### src/rtl/cpu_dump_ctrl_if.sv
// Dump record handshake bus: one register or memory record per transfer.
// A record moves when out_valid and out_ready are both high on a rising edge.
interface cpu_dump_ctrl_if;
    logic        out_valid;
    logic        out_ready;
    logic        out_kind;
    logic [15:0] out_addr;
    logic [15:0] out_data;

    modport master (
        output out_valid,
        output out_kind,
        output out_addr,
        output out_data,
        input  out_ready
    );

    modport slave (
        input  out_valid,
        input  out_kind,
        input  out_addr,
        input  out_data,
        output out_ready
    );
endinterface

### src/rtl/cpu_dump_ctrl.sv
// CPU state dump controller.
// On the halt instruction the CPU is frozen, then all 16 registers and data
// memory words 0..MEM_DEPTH-1 are streamed out as records on the dump bus.
// Optional macro DUMP_SKIP_ZERO_EN: memory words reading zero emit no record.
module cpu_dump_ctrl #(
    parameter logic [15:0] HALT_OPCODE = 16'hE000,
    parameter int unsigned MEM_DEPTH   = 1024
) (
    input  logic                  clk,
    input  logic                  reset,
    input  logic [15:0]           instr,
    output logic                  freeze,
    output logic [3:0]            reg_rd_addr,
    input  logic [15:0]           reg_rd_data,
    output logic                  mem_rd_en,
    output logic [15:0]           mem_rd_addr,
    input  logic [15:0]           mem_rd_data,
    cpu_dump_ctrl_if.master       dump,
    output logic                  done,
    output logic [16:0]           rec_count
);

    localparam logic [15:0] LAST_ADDR = 16'(MEM_DEPTH - 1);

    typedef enum logic [2:0] {
        S_IDLE,
        S_REG_LOAD,
        S_REG_SEND,
        S_MEM_REQ,
        S_MEM_WAIT,
        S_MEM_SEND,
        S_DONE
    } state_t;

    state_t      r_state;
    logic [3:0]  r_index;
    logic [15:0] r_addr;
    logic        r_freeze;
    logic [3:0]  r_reg_rd_addr;
    logic        r_mem_rd_en;
    logic        r_out_valid;
    logic        r_out_kind;
    logic [15:0] r_out_addr;
    logic [15:0] r_out_data;
    logic        r_done;
    logic [16:0] r_rec_count;
    logic        w_emit;
    logic        w_last;

    // Decide whether the word returned from memory produces a record.
`ifdef DUMP_SKIP_ZERO_EN
    assign w_emit = (mem_rd_data != '0);
`else
    assign w_emit = 1'b1;
`endif

    assign w_last = (r_addr == LAST_ADDR);

    assign freeze         = r_freeze;
    assign reg_rd_addr    = r_reg_rd_addr;
    assign mem_rd_en      = r_mem_rd_en;
    assign mem_rd_addr    = r_addr;
    assign dump.out_valid = r_out_valid;
    assign dump.out_kind  = r_out_kind;
    assign dump.out_addr  = r_out_addr;
    assign dump.out_data  = r_out_data;
    assign done           = r_done;
    assign rec_count      = r_rec_count;

    // Dump sequencer; every output is registered and set up on the transition
    // into the state that owns it, so reg_rd_addr/mem_rd_en are only non-zero
    // while sitting in REG_LOAD/MEM_REQ respectively.
    always_ff @(posedge clk) begin
        if (reset) begin
            r_state       <= S_IDLE;
            r_index       <= '0;
            r_addr        <= '0;
            r_freeze      <= 1'b0;
            r_reg_rd_addr <= '0;
            r_mem_rd_en   <= 1'b0;
            r_out_valid   <= 1'b0;
            r_out_kind    <= 1'b0;
            r_out_addr    <= '0;
            r_out_data    <= '0;
            r_done        <= 1'b0;
            r_rec_count   <= '0;
        end else begin
            case (r_state)
                S_IDLE: begin
                    if (instr == HALT_OPCODE) begin
                        r_state       <= S_REG_LOAD;
                        r_index       <= '0;
                        r_reg_rd_addr <= '0;
                        r_freeze      <= 1'b1;
                    end
                end
                S_REG_LOAD: begin
                    r_out_kind    <= 1'b0;
                    r_out_addr    <= {12'h000, r_index};
                    r_out_data    <= reg_rd_data;
                    r_out_valid   <= 1'b1;
                    r_reg_rd_addr <= '0;
                    r_state       <= S_REG_SEND;
                end
                S_REG_SEND: begin
                    if (dump.out_ready) begin
                        r_out_valid <= 1'b0;
                        r_rec_count <= r_rec_count + 17'd1;
                        if (r_index == 4'd15) begin
                            r_addr      <= '0;
                            r_mem_rd_en <= 1'b1;
                            r_state     <= S_MEM_REQ;
                        end else begin
                            r_index       <= r_index + 4'd1;
                            r_reg_rd_addr <= r_index + 4'd1;
                            r_state       <= S_REG_LOAD;
                        end
                    end
                end
                S_MEM_REQ: begin
                    r_mem_rd_en <= 1'b0;
                    r_state     <= S_MEM_WAIT;
                end
                S_MEM_WAIT: begin
                    if (w_emit) begin
                        r_out_kind  <= 1'b1;
                        r_out_addr  <= r_addr;
                        r_out_data  <= mem_rd_data;
                        r_out_valid <= 1'b1;
                        r_state     <= S_MEM_SEND;
                    end else if (w_last) begin
                        r_done  <= 1'b1;
                        r_state <= S_DONE;
                    end else begin
                        r_addr      <= r_addr + 16'd1;
                        r_mem_rd_en <= 1'b1;
                        r_state     <= S_MEM_REQ;
                    end
                end
                S_MEM_SEND: begin
                    if (dump.out_ready) begin
                        r_out_valid <= 1'b0;
                        r_rec_count <= r_rec_count + 17'd1;
                        if (w_last) begin
                            r_done  <= 1'b1;
                            r_state <= S_DONE;
                        end else begin
                            r_addr      <= r_addr + 16'd1;
                            r_mem_rd_en <= 1'b1;
                            r_state     <= S_MEM_REQ;
                        end
                    end
                end
                S_DONE: begin
                    r_state <= S_DONE;
                end
                default: begin
                    r_state <= S_IDLE;
                end
            endcase
        end
    end

endmodule

### src/flat_wrapper.sv
// flat-port wrapper written by rule: the top's interface ports become plain ports
module cpu_dump_ctrl_flat 
#(
    parameter logic [15:0] HALT_OPCODE = 16'hE000,
    parameter int unsigned MEM_DEPTH   = 1024
)
  (clk, reset, instr, freeze, reg_rd_addr, reg_rd_data, mem_rd_en, mem_rd_addr, mem_rd_data, done, rec_count, dump_out_valid, dump_out_kind, dump_out_addr, dump_out_data, dump_out_ready);
  cpu_dump_ctrl_if dump_i ();
  input  logic clk;
  input  logic reset;
  input  logic [15:0] instr;
  output logic freeze;
  output logic [3:0] reg_rd_addr;
  input  logic [15:0] reg_rd_data;
  output logic mem_rd_en;
  output logic [15:0] mem_rd_addr;
  input  logic [15:0] mem_rd_data;
  output logic done;
  output logic [16:0] rec_count;
  output wire logic [$bits(dump_i.out_valid)-1:0] dump_out_valid;
  output wire logic [$bits(dump_i.out_kind)-1:0] dump_out_kind;
  output wire logic [$bits(dump_i.out_addr)-1:0] dump_out_addr;
  output wire logic [$bits(dump_i.out_data)-1:0] dump_out_data;
  input wire logic [$bits(dump_i.out_ready)-1:0] dump_out_ready;
  assign dump_out_valid = dump_i.out_valid;
  assign dump_out_kind = dump_i.out_kind;
  assign dump_out_addr = dump_i.out_addr;
  assign dump_out_data = dump_i.out_data;
  assign dump_i.out_ready = dump_out_ready;
  cpu_dump_ctrl #(.HALT_OPCODE(HALT_OPCODE), .MEM_DEPTH(MEM_DEPTH)) u_core (.clk(clk), .reset(reset), .instr(instr), .freeze(freeze), .reg_rd_addr(reg_rd_addr), .reg_rd_data(reg_rd_data), .mem_rd_en(mem_rd_en), .mem_rd_addr(mem_rd_addr), .mem_rd_data(mem_rd_data), .dump(dump_i), .done(done), .rec_count(rec_count));
endmodule
### config.mk
export PLATFORM = sky130hd
export DESIGN_NAME = cpu_dump_ctrl_flat
export DESIGN_NICKNAME = d
export VERILOG_FILES = /design/src/rtl/cpu_dump_ctrl_if.sv /design/src/rtl/cpu_dump_ctrl.sv /design/src/flat_wrapper.sv
export SDC_FILE = /design/constraint.sdc
export NUM_CORES = 1
export LEC_CHECK = 0
export CAP_MARGIN = 25
export CORE_ASPECT_RATIO = 0.6
export CORE_MARGIN = 1.5
export CORE_UTILIZATION = 30
export CTS_CLUSTER_DIAMETER = 60
export CTS_CLUSTER_SIZE = 10
export DETAILED_ROUTE_END_ITERATION = 8
export DONT_BUFFER_PORTS = 1
export PLACE_DENSITY_LB_ADDON = 0.05
export SYNTH_ARGS = -nofsm -noshare
export SYNTH_HDL_FRONTEND = slang
export SYNTH_SLANG_ARGS = --single-unit
### constraint.sdc
create_clock -name clk -period 2.3 [get_ports clk]
set_input_delay 0.115 -clock clk [delete_from_list [all_inputs] [get_ports clk]]
set_output_delay 0.115 -clock clk [all_outputs]
set_load 0.02 [all_outputs]
==> impl_metrics.json, run 1 <==
{
  "fp-row-count": 31,
  "htreeDepth": 3,
  "io_pins": 125,
  "worstHoldPathType": "primary input to flop",
  "final_max_slew_viol_count": 0,
  "cts_tree": "yes",
  "synth_top_area_frac": 0.426,
  "power_frac_comb": 0.022,
  "switching_share": 0.213,
  "synth_edf_count": 0,
  "coreArea_um2": 12200,
  "syn_area_um2": 3800,
  "status": "finished clean",
  "routedWlPerCell_um": 17.6,
  "clockBufferDepth": 2,
  "finalCriticalPeriod_ns": 2.15,
  "cts.sinks": 81,
  "netlist_instances": 437,
  "root_buffer": "clkbuf_16",
  "ys_seq_area_frac": 0.426,
  "antenna_found_initial": 0,
  "period_share": 0.935,
  "max_freq_ghz": 0.465,
  "die_h_um": 90.2,
  "pwr-share-seq": 0.486,
  "numCtsBuffers": 9,
  "postCtsSetupBuffers": 0,
  "path_max_fanout": 10,
  "vias": 3377,
  "p_switching_uw": 615,
  "gp_congestion": 0.777,
  "layout-drive-gt1-share": 0.136,
  "synthTopCellsByArea": "dfxtp_1 43%, nor2_1 6.1%, mux2i_1 3.9%",
  "relSlewSlack": 0.616,
  "yosys-top-cells-count": "81 x dfxtp_1, 62 x nor2_1, 33 x nand2_1",
  "worst_pin_slew_ns": 0.576,
  "leakage_uw": 0.00168,
  "dp.cells": 605,
  "io_buffers": 0,
  "async_flop_share": 0,
  "grt_pass1_wl_mm": 18.5,
  "ant_nets": 0,
  "p_int_uw": 2270,
  "power.density_nw_per_um2": 624,
  "grt_pass1_vias": 3289,
  "yosys.area.top_type": "dfxtp_1",
  "clk_pin_slew_ns": 0.06,
  "synth_cell_types": 56,
  "r2r_slack_ns": 0.15,
  "hpwl_mm": 7.82,
  "cp-start-kind": "flop",
  "areaGrowthSynthToFinish_pct": 21.7,
  "arrival_ns": 2.42,
  "drt-total-wl_mm": 11.3,
  "die_w_um": 148,
  "cp-end-kind": "flop",
  "tns_ns": 0,
  "first_pass_iters": 4,
  "skew_ns": 0.00839,
  "hold_viol_final": 0,
  "rsz0062_at_grt": "no",
  "synth_warnings": 0,
  "drc_errors": 0,
  "crit_type": "flop to flop",
  "ys.flop_type": "dfxtp_1",
  "syn_avg_cell_area_um2": 8.70,
  "vias_per_cell": 5.25,
  "drv_cap": 0,
  "finalSetupViolCount": 0,
  "grt_start_max_net_pins": 67,
  "clock_latency_ns": 0.34,
  "ys_seq_elements": 81,
  "syn_nets": 491,
  "yosysMostFrequentCell": "dfxtp_1",
  "fin_cells": 643,
  "drtIter0Drc": 227,
  "cp.required_ns": 2.57,
  "vdd_drop_max_uv": 303,
  "clockPowerShare": 0.491,
  "nets": 527,
  "diodes": 0,
  "die-area_um2": 13400,
  "start_util": 0.311,
  "overflow": 0,
  "power_uw": 2890,
  "track_usage": 0.177
}
final cells by class:
type / count / area (um2)
well taps: 165 / 206
fillers: 1240 / 7590
clock buffers: 10 / 229
inverters: 3 / 11.3
flip-flops and latches: 81 / 1620
clock inverters: 6 / 58.8
repair buffers: 54 / 478
multi-input cells: 324 / 2020
flip-flops by register name, summed over array words and instances, names as in the netlist:
| register | flops |
|---|---|
| u_core.rec_count | 17 |
| u_core.r_index | 4 |
| u_core.mem_rd_en | 1 |
| u_core.dump.out_kind | 1 |
| u_core.freeze | 1 |
| u_core.dump.out_valid | 1 |
| u_core.r_state | 3 |
| u_core.done | 1 |
| u_core.reg_rd_addr | 4 |
| u_core.dump.out_addr | 16 |
| u_core.dump.out_data | 16 |
| u_core.mem_rd_addr | 16 |
per-stage QoR:
stage,util,worst slack (ns),hold WS [ns],instance area [um2]
after floorplan,-,0.531,0.298,3800
after global placement,0.335,0.227,0.189,4100
after detailed placement,0.335,0.198,0.190,4100
after CTS,0.377,0.0275,0.00434,4610
after global routing,0.379,0.000387,0.0139,4630
final,0.379,0.150,0.0206,4630
worst paths after layout:
check / from / to / depth (start not counted)
min reg2reg: u_core.mem_rd_addr[4] / u_core.mem_rd_addr[4] / 2
max reg2reg: u_core.r_state[0] / u_core.dump.out_data[12] / 6
max: u_core.r_state[0] / u_core.dump.out_data[12] / 6
min: dump_out_ready / u_core.reg_rd_addr[0] / 2
cells by family after synthesis:
family	Yosys count	synth area share
compound gates	114	0.198
simple gates	177	0.248
fa+ha+maj	3	0.00987
flops	81	0.426
xor+xnor	15	0.0346
mux	15	0.0395
buf+inv	32	0.0438
power by group through the flow:
stage               sequential, uW  combinational, uW  clock, uW
finish                        1400               64.8       1420
global route                  1400               70.3       1520
CTS                           1400               64.1       1470
detailed placement            1440               15.2          0
global placement              1440               15.2          0
floorplan                     1430               32.4          0
critical path: stages, from the launching register on:
cell,delay [ns]
dfxtp_2,0.46
nor2b_2,0.28
nor2b_2,0.28
buf_4,0.25
a22oi_1,0.11
dlygate4sd3_1,0.58
a21oi_1,0.14
cell usage in the layout (no fill, tap or decap), types with 4 or more instances in the layout:
| master | count |
|---|---|
| dfxtp_1 | 80 |
| nor2_1 | 61 |
| nand2_1 | 33 |
| buf_4 | 32 |
| a21oi_1 | 28 |
| dlygate4sd3_1 | 21 |
| nand3_1 | 20 |
| a211oi_1 | 17 |
| a22oi_1 | 17 |
| mux2i_1 | 15 |
| o21ai_0 | 11 |
| nor3_1 | 10 |
| a31oi_1 | 9 |
| clkbuf_16 | 9 |
| xor2_1 | 8 |
| o21ai_1 | 8 |
| nand4_1 | 7 |
| and3_1 | 7 |
| xnor2_1 | 7 |
| a21o_1 | 5 |
| and4_1 | 5 |
| o31ai_1 | 5 |
| or3_1 | 4 |
| clkinv_2 | 4 |
layer usage:
metal / up-vias / share of wire / global-route usage
met4: 0 / 0.0039 / 0.0396
met5: - / 0 / 0
met2: 117 / 0.40 / 0.248
met1: 1583 / 0.52 / 0.261
met3: 4 / 0.074 / 0.0533
li1: 1673 / - / -
timing repair:
item | in CTS | in global routing
hold buffers | 21 | 1
hold endpoints to repair | 69 | 1
gates resized for setup | 0 | 2
endpoints found under the setup margin | 0 | 10
(Power assumes the default switching activity.)
==> inputs of run 2 (changes only) <==
--- a/config.mk
+++ b/config.mk
@@ -14,6 +14,7 @@
 export DETAILED_ROUTE_END_ITERATION = 8
 export DONT_BUFFER_PORTS = 1
 export PLACE_DENSITY_LB_ADDON = 0.05
+export SKIP_CTS_REPAIR_TIMING = 1
 export SYNTH_ARGS = -nofsm -noshare
 export SYNTH_HDL_FRONTEND = slang
 export SYNTH_SLANG_ARGS = --single-unit
==> constraint.sdc (replaced) <==
create_clock -name clk -period 2.5 [get_ports clk]
set_input_delay 0 -clock clk [delete_from_list [all_inputs] [get_ports clk]]
set_output_delay 0 -clock clk [all_outputs]
set_load 0.02 [all_outputs]
==> run 2 against run 1 <==
Effect of this change: the run now ends with negative hold slack left; via count is essentially flat; combinational power up 25%; cell count grew 0.31%; clock-buffer cell count up 1; first-iteration DRC count fell by 16%; critical path depth shrank 1.
==> impl_metrics.json, run 2 (synthesized netlist as in run 1, its figures left out) <==
{
  "start_util": 0.311,
  "cp-end-kind": "flop",
  "die-area_um2": 13400,
  "power.density_nw_per_um2": 580,
  "antenna_found_initial": 0,
  "grt_pass1_vias": 3013,
  "grt_pass1_wl_mm": 16.9,
  "die_w_um": 148,
  "cp.required_ns": 2.70,
  "cts_tree": "yes",
  "final_cell_area_um2": 4680,
  "layout.cells.most_common": "dfxtp_1",
  "crit_top_cell": "nor2b_2",
  "first_pass_iters": 4,
  "fp-row-count": 31,
  "skew_ns": 0.00960,
  "crit_type": "flop to flop",
  "final_max_slew_viol_count": 0,
  "coreArea_um2": 12200,
  "fillers": 1241,
  "numCtsBuffers": 9,
  "worstHoldPathType": "primary input to flop",
  "rsz0062_at_grt": "no",
  "drv_cap": 0,
  "grt_start_max_net_pins": 73,
  "hold_viol_final": 2,
  "io_pins": 125,
  "fin_cells": 645,
  "clock_latency_ns": 0.34,
  "violations": "negative hold slack",
  "vias": 3380,
  "vias_per_cell": 5.24,
  "finalCriticalPeriod_ns": 2.13,
  "vdd_drop_max_uv": 295,
  "layout_common_cells": "81 x dfxtp_1, 62 x nor2_1, 33 x nand2_1, 33 x dlygate4sd3_1, 28 x a21oi_1",
  "drc_errors": 0,
  "cpPeakStageDelay_ns": 0.67,
  "ant_nets": 0,
  "cts.sinks": 81,
  "max_freq_ghz": 0.469,
  "crit_slowest_cell": "dfxtp_1",
  "relSlewSlack": 0.587,
  "largest_reg_flops": 17,
  "worst_pin_slew_ns": 0.619,
  "crit_chain": "nor2b_2 > nor2b_2 > buf_4 > mux2i_1 > a211oi_1",
  "track_usage": 0.161,
  "diodes": 0,
  "tns_ns": 0,
  "gp_congestion": 0.815,
  "path_max_fanout": 14,
  "dp_slack_ns": 0.425,
  "root_buffer": "clkbuf_16",
  "cp-start-kind": "flop",
  "arrival_ns": 2.33,
  "status": "complete, but fails checks",
  "clk_pin_slew_ns": 0.07,
  "overflow": 0,
  "io_buffers": 0,
  "die_h_um": 90.2,
  "areaGrowthSynthToFinish_pct": 23.0,
  "hpwl_mm": 7.62,
  "nets": 529,
  "place_area_um2": 4020,
  "layout-drive-gt1-share": 0.110,
  "leakage_uw": 0.00168,
  "setup_ws_ns": 0.368,
  "clockBufferDepth": 2,
  "drtIter0Drc": 191,
  "finalSetupViolCount": 0,
  "drt-total-wl_mm": 11.2,
  "routedWlPerCell_um": 17.3,
  "dp.cells": 595,
  "htreeDepth": 3,
  "period_share": 0.853,
  "hold_ws_ns": -0.0609
}
[run 2: cell count changes in the layout (fill, tap and decap cells not counted), sizes merged]
cell         delta
dlygate4sd3    +12
buf            -10
clkinv          -3
clkinvlp        +2
clkbuf          +1
[run 2: layout make-up]
class / instances / area, um2 / area share
multi-input combinational: 324 / 2020 / 0.431
sequential: 81 / 1620 / 0.347
timing repair buffer: 56 / 523 / 0.112
clock buffer: 11 / 243 / 0.0519
tap: 165 / 206 / 0.0441
clock inverter: 5 / 55.1 / 0.0118
inverter: 3 / 11.3 / 0.00241
[run 2: final timing paths]
kind	endpoint	startpoint	slack, ns	cells past startpoint
setup / recovery	u_core.dump.out_data[15]	u_core.r_state[0]	0.37	5
hold / removal	u_core.r_state[0]	dump_out_ready	-0.06	3
setup reg to reg	u_core.dump.out_data[15]	u_core.r_state[0]	0.37	5
hold reg to reg	u_core.r_index[1]	u_core.r_index[1]	0.54	1
[run 2: where the power goes]
group	switching, uW	internal, uW
registers	0.809	1290
clock network	542	798
logic	34.8	46.0
[run 2: through the flow]
step / total power [uW] / utilization
4_1_cts: 2680 / 0.354
6_report: 2710 / 0.383
3_3_place_gp: 1340 / 0.329
2_1_floorplan: 1350 / -
3_5_place_dp: 1340 / 0.329
5_1_grt: 2800 / 0.383
[run 2: worst max-delay path, delay by kind of cell (launching register included)]
kind,cells,cell delay (ns)
AO/OA/AOI/OAI,1,0.10
flip-flops,1,0.67
buffers and inverters,1,0.30
multiplexers,1,0.26
AND/OR/NAND/NOR,2,0.65
[run 2: layer usage]
layer	vias up	share of wire	wire [um]	GRT usage
li1	1667	-	-	-
met3	8	0.066	743	0.0569
met5	-	0	0	0
met1	1610	0.51	5700	0.232
met4	0	0.0070	78	0.0396
met2	95	0.42	4660	0.225
==> inputs of run 3 (changes only) <==
--- a/config.mk
+++ b/config.mk
@@ -14,6 +14,7 @@
 export DETAILED_ROUTE_END_ITERATION = 8
 export DONT_BUFFER_PORTS = 1
 export PLACE_DENSITY_LB_ADDON = 0.05
+export SETUP_SLACK_MARGIN = 0.1
 export SKIP_CTS_REPAIR_TIMING = 1
 export SYNTH_ARGS = -nofsm -noshare
 export SYNTH_HDL_FRONTEND = slang
==> constraint.sdc (replaced) <==
create_clock -name clk -period 2.5 [get_ports clk]
set_input_delay 0 -clock clk [delete_from_list [all_inputs] [get_ports clk]]
set_output_delay 0 -clock clk [all_outputs]
set_load 0.005 [all_outputs]
==> run 3 against run 2 <==
Effect of this change: critical path depth is the same; power up 2.8%; register-to-register slack improved by 0.02 ns; sequential power about the same; worst setup slack gained 0.023 ns; largest cell class unchanged; cell count is 1.2% lower; via count is 0.36% higher; core utilization fell by 0.37 points; flip-flop and latch count unchanged; die area did not move; the flow now finishes without violations.
==> impl_metrics.json, run 3 (synthesized netlist as in run 1, its figures left out) <==
{
  "register_area_um2": 1620,
  "grt_pass1_vias": 3102,
  "areaGrowthSynthToFinish_pct": 21.8,
  "fillers": 1242,
  "leakage_uw": 0.00164,
  "rsz0062_at_grt": "no",
  "drt-total-wl_mm": 11.4,
  "grt_start_max_net_pins": 73,
  "drtIter0Drc": 191,
  "track_usage": 0.167,
  "io_buffers": 0,
  "crit_path_end": "u_core.reg_rd_addr[1]",
  "switching_share": 0.207,
  "tns_ns": 0,
  "place_area_um2": 3960,
  "root_buffer": "clkbuf_16",
  "cts_tree": "yes",
  "setup_ws_ns": 0.391,
  "cpPeakStageDelay_ns": 0.75,
  "die_w_um": 148,
  "final_cell_area_um2": 4630,
  "path_max_fanout": 18,
  "nets": 521,
  "diodes": 0,
  "cp-start-kind": "flop",
  "finalCriticalPeriod_ns": 2.11,
  "clk_pin_slew_ns": 0.06,
  "die-area_um2": 13400,
  "clockPowerShare": 0.507,
  "drc_errors": 0,
  "worst_pin_slew_ns": 0.665,
  "ff2ff_path_depth": 5,
  "crit_slowest_cell": "dfxtp_1",
  "dp_slack_ns": 0.391,
  "routedWlPerCell_um": 17.9,
  "period_share": 0.844,
  "r2r_slack_ns": 0.39,
  "htreeDepth": 3,
  "coreArea_um2": 12200,
  "clockBufferDepth": 2,
  "multi_input_area_um2": 2020,
  "reg2reg_to": "u_core.reg_rd_addr[1]",
  "critPathLaunch": "u_core.r_state[1]",
  "r2r-start": "u_core.r_state[1]",
  "arrival_ns": 2.34,
  "final_max_slew_viol_count": 0,
  "finalSetupViolCount": 0,
  "layout_common_cells": "81 x dfxtp_1, 62 x nor2_1, 33 x nand2_1, 33 x dlygate4sd3_1, 28 x a21oi_1",
  "cp.required_ns": 2.73,
  "hpwl_mm": 7.49,
  "clock_latency_ns": 0.34,
  "vias_per_cell": 5.32,
  "ant_nets": 0,
  "io_pins": 125,
  "gp_congestion": 0.800,
  "vdd_drop_max_uv": 311,
  "max_freq_ghz": 0.474,
  "p_int_uw": 2210,
  "relSlewSlack": 0.556,
  "drv_cap": 0,
  "worstHoldPathType": "primary input to flop",
  "layout-drive-gt1-share": 0.0932,
  "use_met1": 0.238,
  "power.density_nw_per_um2": 602,
  "first_pass_iters": 4,
  "grt.met2_usage": 0.235,
  "skew_ns": 0.00651,
  "status": "finished clean",
  "hold_viol_final": 0,
  "numCtsBuffers": 9,
  "start_util": 0.311,
  "largest_reg_flops": 17,
  "cts.sinks": 81,
  "use_met3": 0.0599,
  "fp-row-count": 31,
  "cp-end-kind": "flop",
  "grt_busiest_layer": "met1",
  "overflow": 0,
  "crit_chain": "nor3b_2 > a21oi_1 > a211oi_1 > nor2_1 > a21o_1",
  "p_switching_uw": 578,
  "crit_type": "flop to flop",
  "vias": 3392,
  "pwr-share-seq": 0.463,
  "power_frac_comb": 0.030,
  "layout.cells.most_common": "dfxtp_1",
  "power_uw": 2790,
  "antenna_found_initial": 0,
  "grt_pass1_wl_mm": 17.5,
  "die_h_um": 90.2
}
## run 3: how the worst min path moves through the flow
| stage | from | to | slack (ns) | depth (start not counted) |
|---|---|---|---|---|
| 2_1_floorplan | mem_rd_data[0] | u_core.dump.out_data[0] | 0.18 | 2 |
| 3_3_place_gp | reset | u_core.r_index[0] | 0.07 | 1 |
| 3_5_place_dp | reset | u_core.r_index[0] | 0.08 | 1 |
| 4_1_cts | reset | u_core.dump.out_data[14] | -0.28 | 1 |
| 5_1_grt | reset | u_core.r_index[3] | 0.008 | 2 |
| 6_report | reset | u_core.r_index[3] | 0.02 | 2 |
## run 3: cell type report
cell class / count / share of cell area
multi-input combinational: 324 / 0.435
tap: 165 / 0.0446
timing repair buffer: 48 / 0.0999
clock buffer: 11 / 0.0502
sequential: 81 / 0.350
clock inverter: 5 / 0.0173
inverter: 3 / 0.00243
## run 3: metrics by stage
stage | hold WS (ns) | util | instances
6_report | 0.0173 | 0.379 | 637
5_1_grt | 0.00789 | 0.379 | 637
4_1_cts | -0.284 | 0.350 | 603
3_5_place_dp | 0.0783 | 0.324 | 587
3_3_place_gp | 0.0743 | 0.324 | 587
2_1_floorplan | 0.183 | - | 437
## run 3: routing by layer
layer  up-vias  wire [um]
met5         -          0
met4         0        124
met3        12        790
met2       102       4870
met1      1619       5640
li1       1659          -
## run 3: worst max-delay path, delay by kind of cell (launching register included)
family             cells  cell delay [ns]
AOI/OAI and AO/OA      3             0.76
and+or+nand+nor        2             0.48
DFF                    1             0.75
## run 3: power groups by stage
stage	logic [uW]	clock network [uW]	registers (uW)
after floorplan	29.8	0	1320
after global placement	15.6	0	1320
after detailed placement	15.2	0	1320
after CTS	15.2	1450	1290
after global routing	89.0	1500	1290
final	83.3	1410	1290
